==> src/rtl/mem_seq_pkg.sv <==
// mem_sequencer shared types: FSM states, fault causes,
// request kinds and IR field positions used by Control.
package mem_seq_pkg;

  typedef enum logic [2:0] {
    S_IDLE,
    S_ISSUE,
    S_WAIT,
    S_DONE,
    S_FAULT
  } state_t;

  localparam logic CAUSE_MISALIGN = 1'b0;
  localparam logic CAUSE_RANGE    = 1'b1;

  localparam logic KIND_IFETCH = 1'b0;
  localparam logic KIND_DATA   = 1'b1;

  localparam int OP_MSB  = 31;
  localparam int OP_LSB  = 26;
  localparam int RS_MSB  = 25;
  localparam int RS_LSB  = 21;
  localparam int RT_MSB  = 20;
  localparam int RT_LSB  = 16;
  localparam int RD_MSB  = 15;
  localparam int RD_LSB  = 11;
  localparam int FN_MSB  = 5;
  localparam int FN_LSB  = 0;
  localparam int IMM_MSB = 15;
  localparam int IMM_LSB = 0;

endpackage

==> src/rtl/mem_seq_if.sv <==
// Request, memory and register-bank bundle between Control,
// the sequencer and the synchronous memory.
interface mem_seq_if #(
  parameter int ADDR_W = 32,
  parameter int DATA_W = 32
);
  logic              req;
  logic              req_we;
  logic              req_kind;
  logic [ADDR_W-1:0] req_addr;
  logic [DATA_W-1:0] req_wdata;
  logic              busy;
  logic              done;
  logic              fault;
  logic              fault_cause;
  logic              mem_en;
  logic              mem_we;
  logic [ADDR_W-1:0] mem_addr;
  logic [DATA_W-1:0] mem_wdata;
  logic [DATA_W-1:0] mem_rdata;
  logic [DATA_W-1:0] ir;
  logic [5:0]        OP;
  logic [4:0]        rs;
  logic [4:0]        rt;
  logic [4:0]        rd;
  logic [5:0]        Funct;
  logic [15:0]       imm;
  logic [DATA_W-1:0] mdr;

  modport slave (
    input  req, req_we, req_kind,
    input  req_addr, req_wdata, mem_rdata,
    output busy, done, fault, fault_cause,
    output mem_en, mem_we, mem_addr, mem_wdata,
    output ir, OP, rs, rt, rd, Funct, imm, mdr
  );

  modport master (
    output req, req_we, req_kind,
    output req_addr, req_wdata, mem_rdata,
    input  busy, done, fault, fault_cause,
    input  mem_en, mem_we, mem_addr, mem_wdata,
    input  ir, OP, rs, rt, rd, Funct, imm, mdr
  );
endinterface

==> src/rtl/mem_sequencer.sv <==
// Single-outstanding memory access sequencer with IR/MDR bank.
// Outputs are registered from the next state so they align with it.
module mem_sequencer #(
  parameter int ADDR_W    = 32,
  parameter int DATA_W    = 32,
  parameter int MEM_LAT   = 2,
  parameter int MEM_WORDS = 256
) (
  input logic      clk,
  input logic      Reset,
  mem_seq_if.slave bus
);
  import mem_seq_pkg::*;

  localparam int CW = $clog2(MEM_LAT + 1);
  localparam logic [ADDR_W-3:0] W_LIM =
    (ADDR_W-2)'(MEM_WORDS);

  state_t r_state;
  state_t w_state_n;

  logic              r_we;
  logic              r_kind;
  logic [ADDR_W-1:0] r_addr;
  logic [DATA_W-1:0] r_wdata;
  logic [CW-1:0]     r_cnt;
  logic [CW-1:0]     w_cnt_n;

  logic              r_busy;
  logic              r_done;
  logic              r_fault;
  logic              r_cause;
  logic              w_cause_n;
  logic              r_mem_en;
  logic              r_mem_we;
  logic [ADDR_W-1:0] r_mem_addr;
  logic [DATA_W-1:0] r_mem_wdata;
  logic [DATA_W-1:0] r_ir;
  logic [DATA_W-1:0] r_mdr;

  logic              w_lat;
  logic              w_misal;
  logic              w_oor;
  logic              w_cap;
  logic              w_sel;
  logic              w_we_n;
  logic [ADDR_W-1:0] w_addr_n;
  logic [DATA_W-1:0] w_wdata_n;

  assign w_lat   = (r_state == S_IDLE) && bus.req;
  assign w_misal = |bus.req_addr[1:0];
  assign w_oor   = bus.req_addr[ADDR_W-1:2] >= W_LIM;

  assign w_we_n    = w_lat ? bus.req_we    : r_we;
  assign w_addr_n  = w_lat ? bus.req_addr  : r_addr;
  assign w_wdata_n = w_lat ? bus.req_wdata : r_wdata;
  assign w_sel     = (w_state_n == S_ISSUE) ||
                     (w_state_n == S_WAIT);

  always_ff @(posedge clk or negedge Reset) begin
    if (!Reset) r_state <= S_IDLE;
    else        r_state <= w_state_n;
  end

  always_comb begin
    w_state_n = r_state;
    w_cnt_n   = r_cnt;
    w_cause_n = r_cause;
    w_cap     = 1'b0;
    unique case (r_state)
      S_IDLE: begin
        if (bus.req) begin
          if (w_misal) begin
            w_state_n = S_FAULT;
            w_cause_n = CAUSE_MISALIGN;
          end else if (w_oor) begin
            w_state_n = S_FAULT;
            w_cause_n = CAUSE_RANGE;
          end else begin
            w_state_n = S_ISSUE;
          end
        end
      end
      S_ISSUE: begin
        if (r_we) begin
          w_state_n = S_DONE;
        end else begin
          w_state_n = S_WAIT;
          w_cnt_n   = CW'(MEM_LAT - 1);
        end
      end
      S_WAIT: begin
        if (r_cnt == '0) begin
          w_cap     = 1'b1;
          w_state_n = S_DONE;
        end else begin
          w_cnt_n = r_cnt - 1'b1;
        end
      end
      S_DONE:  w_state_n = S_IDLE;
      S_FAULT: w_state_n = S_IDLE;
      default: w_state_n = S_IDLE;
    endcase
  end

  always_ff @(posedge clk or negedge Reset) begin
    if (!Reset) begin
      r_we        <= 1'b0;
      r_kind      <= 1'b0;
      r_addr      <= '0;
      r_wdata     <= '0;
      r_cnt       <= '0;
      r_busy      <= 1'b0;
      r_done      <= 1'b0;
      r_fault     <= 1'b0;
      r_cause     <= 1'b0;
      r_mem_en    <= 1'b0;
      r_mem_we    <= 1'b0;
      r_mem_addr  <= '0;
      r_mem_wdata <= '0;
      r_ir        <= '0;
      r_mdr       <= '0;
    end else begin
      if (w_lat) begin
        r_we    <= bus.req_we;
        r_kind  <= bus.req_kind;
        r_addr  <= bus.req_addr;
        r_wdata <= bus.req_wdata;
      end
      r_cnt       <= w_cnt_n;
      r_cause     <= w_cause_n;
      r_busy      <= w_state_n != S_IDLE;
      r_done      <= (w_state_n == S_DONE) ||
                     (w_state_n == S_FAULT);
      r_fault     <= w_state_n == S_FAULT;
      r_mem_en    <= w_state_n == S_ISSUE;
      r_mem_we    <= (w_state_n == S_ISSUE) && w_we_n;
      r_mem_addr  <= w_sel ? w_addr_n  : '0;
      r_mem_wdata <= w_sel ? w_wdata_n : '0;
      // stores never reach WAIT, so kind 0 stores leave IR alone
      if (w_cap) begin
        if (r_kind == KIND_IFETCH) r_ir  <= bus.mem_rdata;
        else                       r_mdr <= bus.mem_rdata;
      end
    end
  end

  assign bus.busy        = r_busy;
  assign bus.done        = r_done;
  assign bus.fault       = r_fault;
  assign bus.fault_cause = r_cause;
  assign bus.mem_en      = r_mem_en;
  assign bus.mem_we      = r_mem_we;
  assign bus.mem_addr    = r_mem_addr;
  assign bus.mem_wdata   = r_mem_wdata;
  assign bus.ir          = r_ir;
  assign bus.mdr         = r_mdr;
  assign bus.OP          = r_ir[OP_MSB:OP_LSB];
  assign bus.rs          = r_ir[RS_MSB:RS_LSB];
  assign bus.rt          = r_ir[RT_MSB:RT_LSB];
  assign bus.rd          = r_ir[RD_MSB:RD_LSB];
  assign bus.Funct       = r_ir[FN_MSB:FN_LSB];
  assign bus.imm         = r_ir[IMM_MSB:IMM_LSB];

endmodule

==> src/flat_wrapper.sv <==
// flat-port wrapper written by rule: the top's interface ports become plain ports
module mem_sequencer_flat import mem_seq_pkg::*;
#(
  parameter int ADDR_W    = 32,
  parameter int DATA_W    = 32,
  parameter int MEM_LAT   = 2,
  parameter int MEM_WORDS = 256
)
  (clk, Reset, bus_req, bus_req_we, bus_req_kind, bus_req_addr, bus_req_wdata, bus_mem_rdata, bus_busy, bus_done, bus_fault, bus_fault_cause, bus_mem_en, bus_mem_we, bus_mem_addr, bus_mem_wdata, bus_ir, bus_OP, bus_rs, bus_rt, bus_rd, bus_Funct, bus_imm, bus_mdr);
  mem_seq_if #(.ADDR_W(ADDR_W), .DATA_W(DATA_W)) bus_i ();
  input logic clk;
  input logic Reset;
  input wire logic [$bits(bus_i.req)-1:0] bus_req;
  input wire logic [$bits(bus_i.req_we)-1:0] bus_req_we;
  input wire logic [$bits(bus_i.req_kind)-1:0] bus_req_kind;
  input wire logic [$bits(bus_i.req_addr)-1:0] bus_req_addr;
  input wire logic [$bits(bus_i.req_wdata)-1:0] bus_req_wdata;
  input wire logic [$bits(bus_i.mem_rdata)-1:0] bus_mem_rdata;
  output wire logic [$bits(bus_i.busy)-1:0] bus_busy;
  output wire logic [$bits(bus_i.done)-1:0] bus_done;
  output wire logic [$bits(bus_i.fault)-1:0] bus_fault;
  output wire logic [$bits(bus_i.fault_cause)-1:0] bus_fault_cause;
  output wire logic [$bits(bus_i.mem_en)-1:0] bus_mem_en;
  output wire logic [$bits(bus_i.mem_we)-1:0] bus_mem_we;
  output wire logic [$bits(bus_i.mem_addr)-1:0] bus_mem_addr;
  output wire logic [$bits(bus_i.mem_wdata)-1:0] bus_mem_wdata;
  output wire logic [$bits(bus_i.ir)-1:0] bus_ir;
  output wire logic [$bits(bus_i.OP)-1:0] bus_OP;
  output wire logic [$bits(bus_i.rs)-1:0] bus_rs;
  output wire logic [$bits(bus_i.rt)-1:0] bus_rt;
  output wire logic [$bits(bus_i.rd)-1:0] bus_rd;
  output wire logic [$bits(bus_i.Funct)-1:0] bus_Funct;
  output wire logic [$bits(bus_i.imm)-1:0] bus_imm;
  output wire logic [$bits(bus_i.mdr)-1:0] bus_mdr;
  assign bus_i.req = bus_req;
  assign bus_i.req_we = bus_req_we;
  assign bus_i.req_kind = bus_req_kind;
  assign bus_i.req_addr = bus_req_addr;
  assign bus_i.req_wdata = bus_req_wdata;
  assign bus_i.mem_rdata = bus_mem_rdata;
  assign bus_busy = bus_i.busy;
  assign bus_done = bus_i.done;
  assign bus_fault = bus_i.fault;
  assign bus_fault_cause = bus_i.fault_cause;
  assign bus_mem_en = bus_i.mem_en;
  assign bus_mem_we = bus_i.mem_we;
  assign bus_mem_addr = bus_i.mem_addr;
  assign bus_mem_wdata = bus_i.mem_wdata;
  assign bus_ir = bus_i.ir;
  assign bus_OP = bus_i.OP;
  assign bus_rs = bus_i.rs;
  assign bus_rt = bus_i.rt;
  assign bus_rd = bus_i.rd;
  assign bus_Funct = bus_i.Funct;
  assign bus_imm = bus_i.imm;
  assign bus_mdr = bus_i.mdr;
  mem_sequencer #(.ADDR_W(ADDR_W), .DATA_W(DATA_W), .MEM_LAT(MEM_LAT), .MEM_WORDS(MEM_WORDS)) u_core (.clk(clk), .Reset(Reset), .bus(bus_i));
endmodule
==> config.mk <==
export PLATFORM = sky130hd
export DESIGN_NAME = mem_sequencer_flat
export DESIGN_NICKNAME = d
export VERILOG_FILES = /design/src/rtl/mem_seq_pkg.sv /design/src/rtl/mem_seq_if.sv /design/src/rtl/mem_sequencer.sv /design/src/flat_wrapper.sv
export SDC_FILE = /design/constraint.sdc
export NUM_CORES = 1
export LEC_CHECK = 0
export ABC_AREA = 1
export CORE_MARGIN = 2
export CORE_UTILIZATION = 51
export CTS_BUF_LIST = sky130_fd_sc_hd__clkbuf_8
export CTS_CLUSTER_DIAMETER = 30
export DETAILED_ROUTE_END_ITERATION = 6
export PLACE_DENSITY = 0.88
export SLEW_MARGIN = 20
export SYNTH_ARGS = -nofsm -noshare
export SYNTH_HDL_FRONTEND = slang
export SYNTH_SLANG_ARGS = --single-unit
==> constraint.sdc <==
create_clock -name clk -period 2.7 [get_ports clk]
set_clock_uncertainty 0.05 [all_clocks]
set_input_delay 0.54 -clock clk [delete_from_list [all_inputs] [get_ports clk]]
set_output_delay 0.54 -clock clk [all_outputs]
set_load 0.01 [all_outputs]
==> flow_summary.json <==
{
  "clockRootBuffer": "clkbuf_8",
  "endpoint_kind": "output pin",
  "gp_congestion": 0.825,
  "synth_flop_cell": "dfrtp_1",
  "worstPathRequired_ns": 2.11,
  "avgSynthCellArea_um2": 10.5,
  "synth_fp_nets": 876,
  "ir_worst_vdd_uv": 473,
  "row_count": 46,
  "finalCritPeriodShare_pct": 78.3,
  "cts_tree": "done",
  "r2r_start": "u_core.r_state[0]",
  "drive_gt1_share_pct": 17.8,
  "htreeDepth": 2,
  "critPathSlowestCell": "clkdlybuf4s50_1",
  "path_class": "reg2out",
  "drtAntennaViolNets": 0,
  "grt_pass1_vias": 6290,
  "setup-violations-final": 0,
  "post-place-ws_ns": 0.271,
  "clock_path_buffers": 3,
  "worstHoldEndpoint": "u_core.bus.fault_cause",
  "worst_slew_pin_slew_ns": 0.831,
  "die_x_um": 130,
  "cp_max_fo": 4,
  "netlist_area_um2": 8160,
  "rsz0062_at_grt": "false",
  "critPathTopFamily": "buffers and inverters",
  "leakagePower_nw": 5.53,
  "wl_per_cell_um": 16.0,
  "whs_path_depth": 2,
  "cts_resized": 0,
  "layout_commonest_cell": "clkdlybuf4s50_1",
  "reg2reg_slack_ns": 0.76,
  "status": "completed",
  "routed_wl_um": 20300,
  "ys.warnings.count": 0,
  "crit_chain": "clkdlybuf4s50_1",
  "holdWs_ns": 0.431,
  "r2r_cells": 6,
  "overflow": 0,
  "fin_setup_tns_ns": 0,
  "vias": 6252,
  "start_util_pct": 51.7,
  "vias_per_cell": 4.91,
  "die_h_um": 130,
  "final_cell_mix": "276 x clkdlybuf4s50_1, 205 x dfrtp_1, 113 x inv_1, 86 x o21ai_0, 84 x nand2_1",
  "cp.arrival_ns": 1.52,
  "maxSlewHeadroom_pct": 44.6,
  "multiInputGateArea_um2": 2020,
  "grt_pass1_wl_um": 31400,
  "ys_types": 24,
  "drt_iter0_drc": 323,
  "critPathLaunchType": "flip-flop",
  "hold_class": "reg2reg",
  "final_hold_viol_count": 0,
  "firstDrtPassIters": 4,
  "critPathMaxStageDelay_ns": 0.58,
  "num-fill-cells": 1056,
  "port_buffers": 277,
  "synthCells": 774,
  "grt_max_degree": 70,
  "synth_edf_count": 0,
  "final-seq-area_um2": 5130,
  "grtUsageTotal_pct": 23.8,
  "powerDensity_nw_per_um2": 629,
  "cts_buffers": 41,
  "dp.final_hpwl_um": 13500,
  "clkSinkCount": 205,
  "core-area_um2": 15800,
  "die_area_um2": 17000,
  "holdCritStartpoint": "u_core.bus.fault_cause",
  "drv_cap": 0,
  "clk_latency_ns": 0.52,
  "remaining_drc_errors": 0,
  "post_cts_buffers": 0,
  "num_antenna_cells": 0,
  "period_needed_ns": 2.11,
  "postSynth.asyncResetShare_pct": 100,
  "power_mw": 7.38,
  "finalWorstSetupSlack_ns": 0.586,
  "nets": 1127,
  "postCtsHoldBufs": 1,
  "antenna_found_initial": 0,
  "path_buf_inv": 1,
  "syn_to_final_growth_pct": 43.7,
  "clk_pin_slew_worst_paths_ns": 0.06,
  "io-pin-count": 278,
  "drv_slew": 0,
  "synth_seq_area_share_pct": 62.9,
  "synth-seq-cells": 205,
  "r2r_end": "u_core.bus.ir[25]",
  "fmax_mhz": 473
}
-- kinds of logic (layout without fill, tap and decap cells) --
logic type	after synthesis	in the layout	synth area share, %
simple gates	180	180	10.6
fa+ha+maj	1	1	0.153
flops	205	205	62.9
compound gates	196	196	13.9
buf+inv	192	476	12.5
-- stage by stage --
step | util (%) | instances | cell area, um^2
3_3_place_gp | 68.2 | 1197 | 10800
6_report | 74.4 | 1274 | 11700
3_5_place_dp | 68.2 | 1197 | 10800
5_1_grt | 74.4 | 1274 | 11700
4_1_cts | 74.4 | 1274 | 11700
2_1_floorplan | - | 774 | 8160
-- power by group --
group          leakage, nW  internal [mW]  total [mW]  switching (mW)
logic                 2.69          0.281       0.578           0.297
clock network        0.508           2.21        3.55            1.35
registers             2.33           3.21        3.25          0.0357
-- final cells by class --
| cell class | count | area share, % |
|---|---|---|
| timing repair buffer | 292 | 25.1 |
| multi-input combinational | 377 | 17.2 |
| inverter | 108 | 3.46 |
| sequential | 205 | 43.7 |
| tap | 216 | 2.30 |
| clock buffer | 51 | 5.99 |
| clock inverter | 25 | 2.22 |
-- synthesized netlist by cell type (4+ instances only) --
master    number  area, um^2
a21oi_1       55         275
a21oi_2       10        87.6
buf_2          4        20.0
buf_4         49         368
buf_6         14         158
clkbuf_1      14        52.6
dfrtp_1      205        5130
inv_1        105         394
nand2_1       85         319
nand3_1        4        20.0
nor2_1        20        75.1
o21ai_0       86         430
o21ai_1       15        75.1
o21ai_2       30         263
or2_1         11        68.8
or2_2         55         344
-- flip-flops by register name (all words and copies together), names as in the netlist --
signal and cells:
u_core.r_addr 32, u_core.bus.fault 1, u_core.bus.busy 1, u_core.bus.ir 32
u_core.r_cnt 2, u_core.bus.mdr 32, u_core.bus.mem_we 1, u_core.r_kind 1
u_core.r_wdata 32, u_core.bus.fault_cause 1, u_core.r_state 3, u_core.bus.mem_en 1
u_core.r_we 1, u_core.bus.mem_wdata 32, u_core.bus.mem_addr 32, u_core.bus.done 1
-- worst max path at each step --
stage,slack [ns],from,end,depth (start not counted)
finish,0.59,u_core.bus.ir[2],bus_imm[2],1
global route,0.53,u_core.bus.ir[2],bus_imm[2],1
CTS,0.54,u_core.bus.ir[2],bus_imm[2],1
detailed placement,0.27,bus_req_addr[0],u_core.bus.mem_addr[4],7
global placement,0.30,bus_req,u_core.bus.mem_addr[26],5
floorplan,1.21,bus_req,u_core.bus.mem_addr[23],7
-- metal layers --
layer | track usage, % | wire, um | vias up
li1 | - | - | 2898
met1 | 27.3 | 7540 | 3060
met2 | 41.4 | 10300 | 258
met3 | 9.04 | 2050 | 36
met4 | 7.63 | 424 | 0
met5 | 0 | 0 | -
No activity file was read; power rests on OpenSTA's default activity.
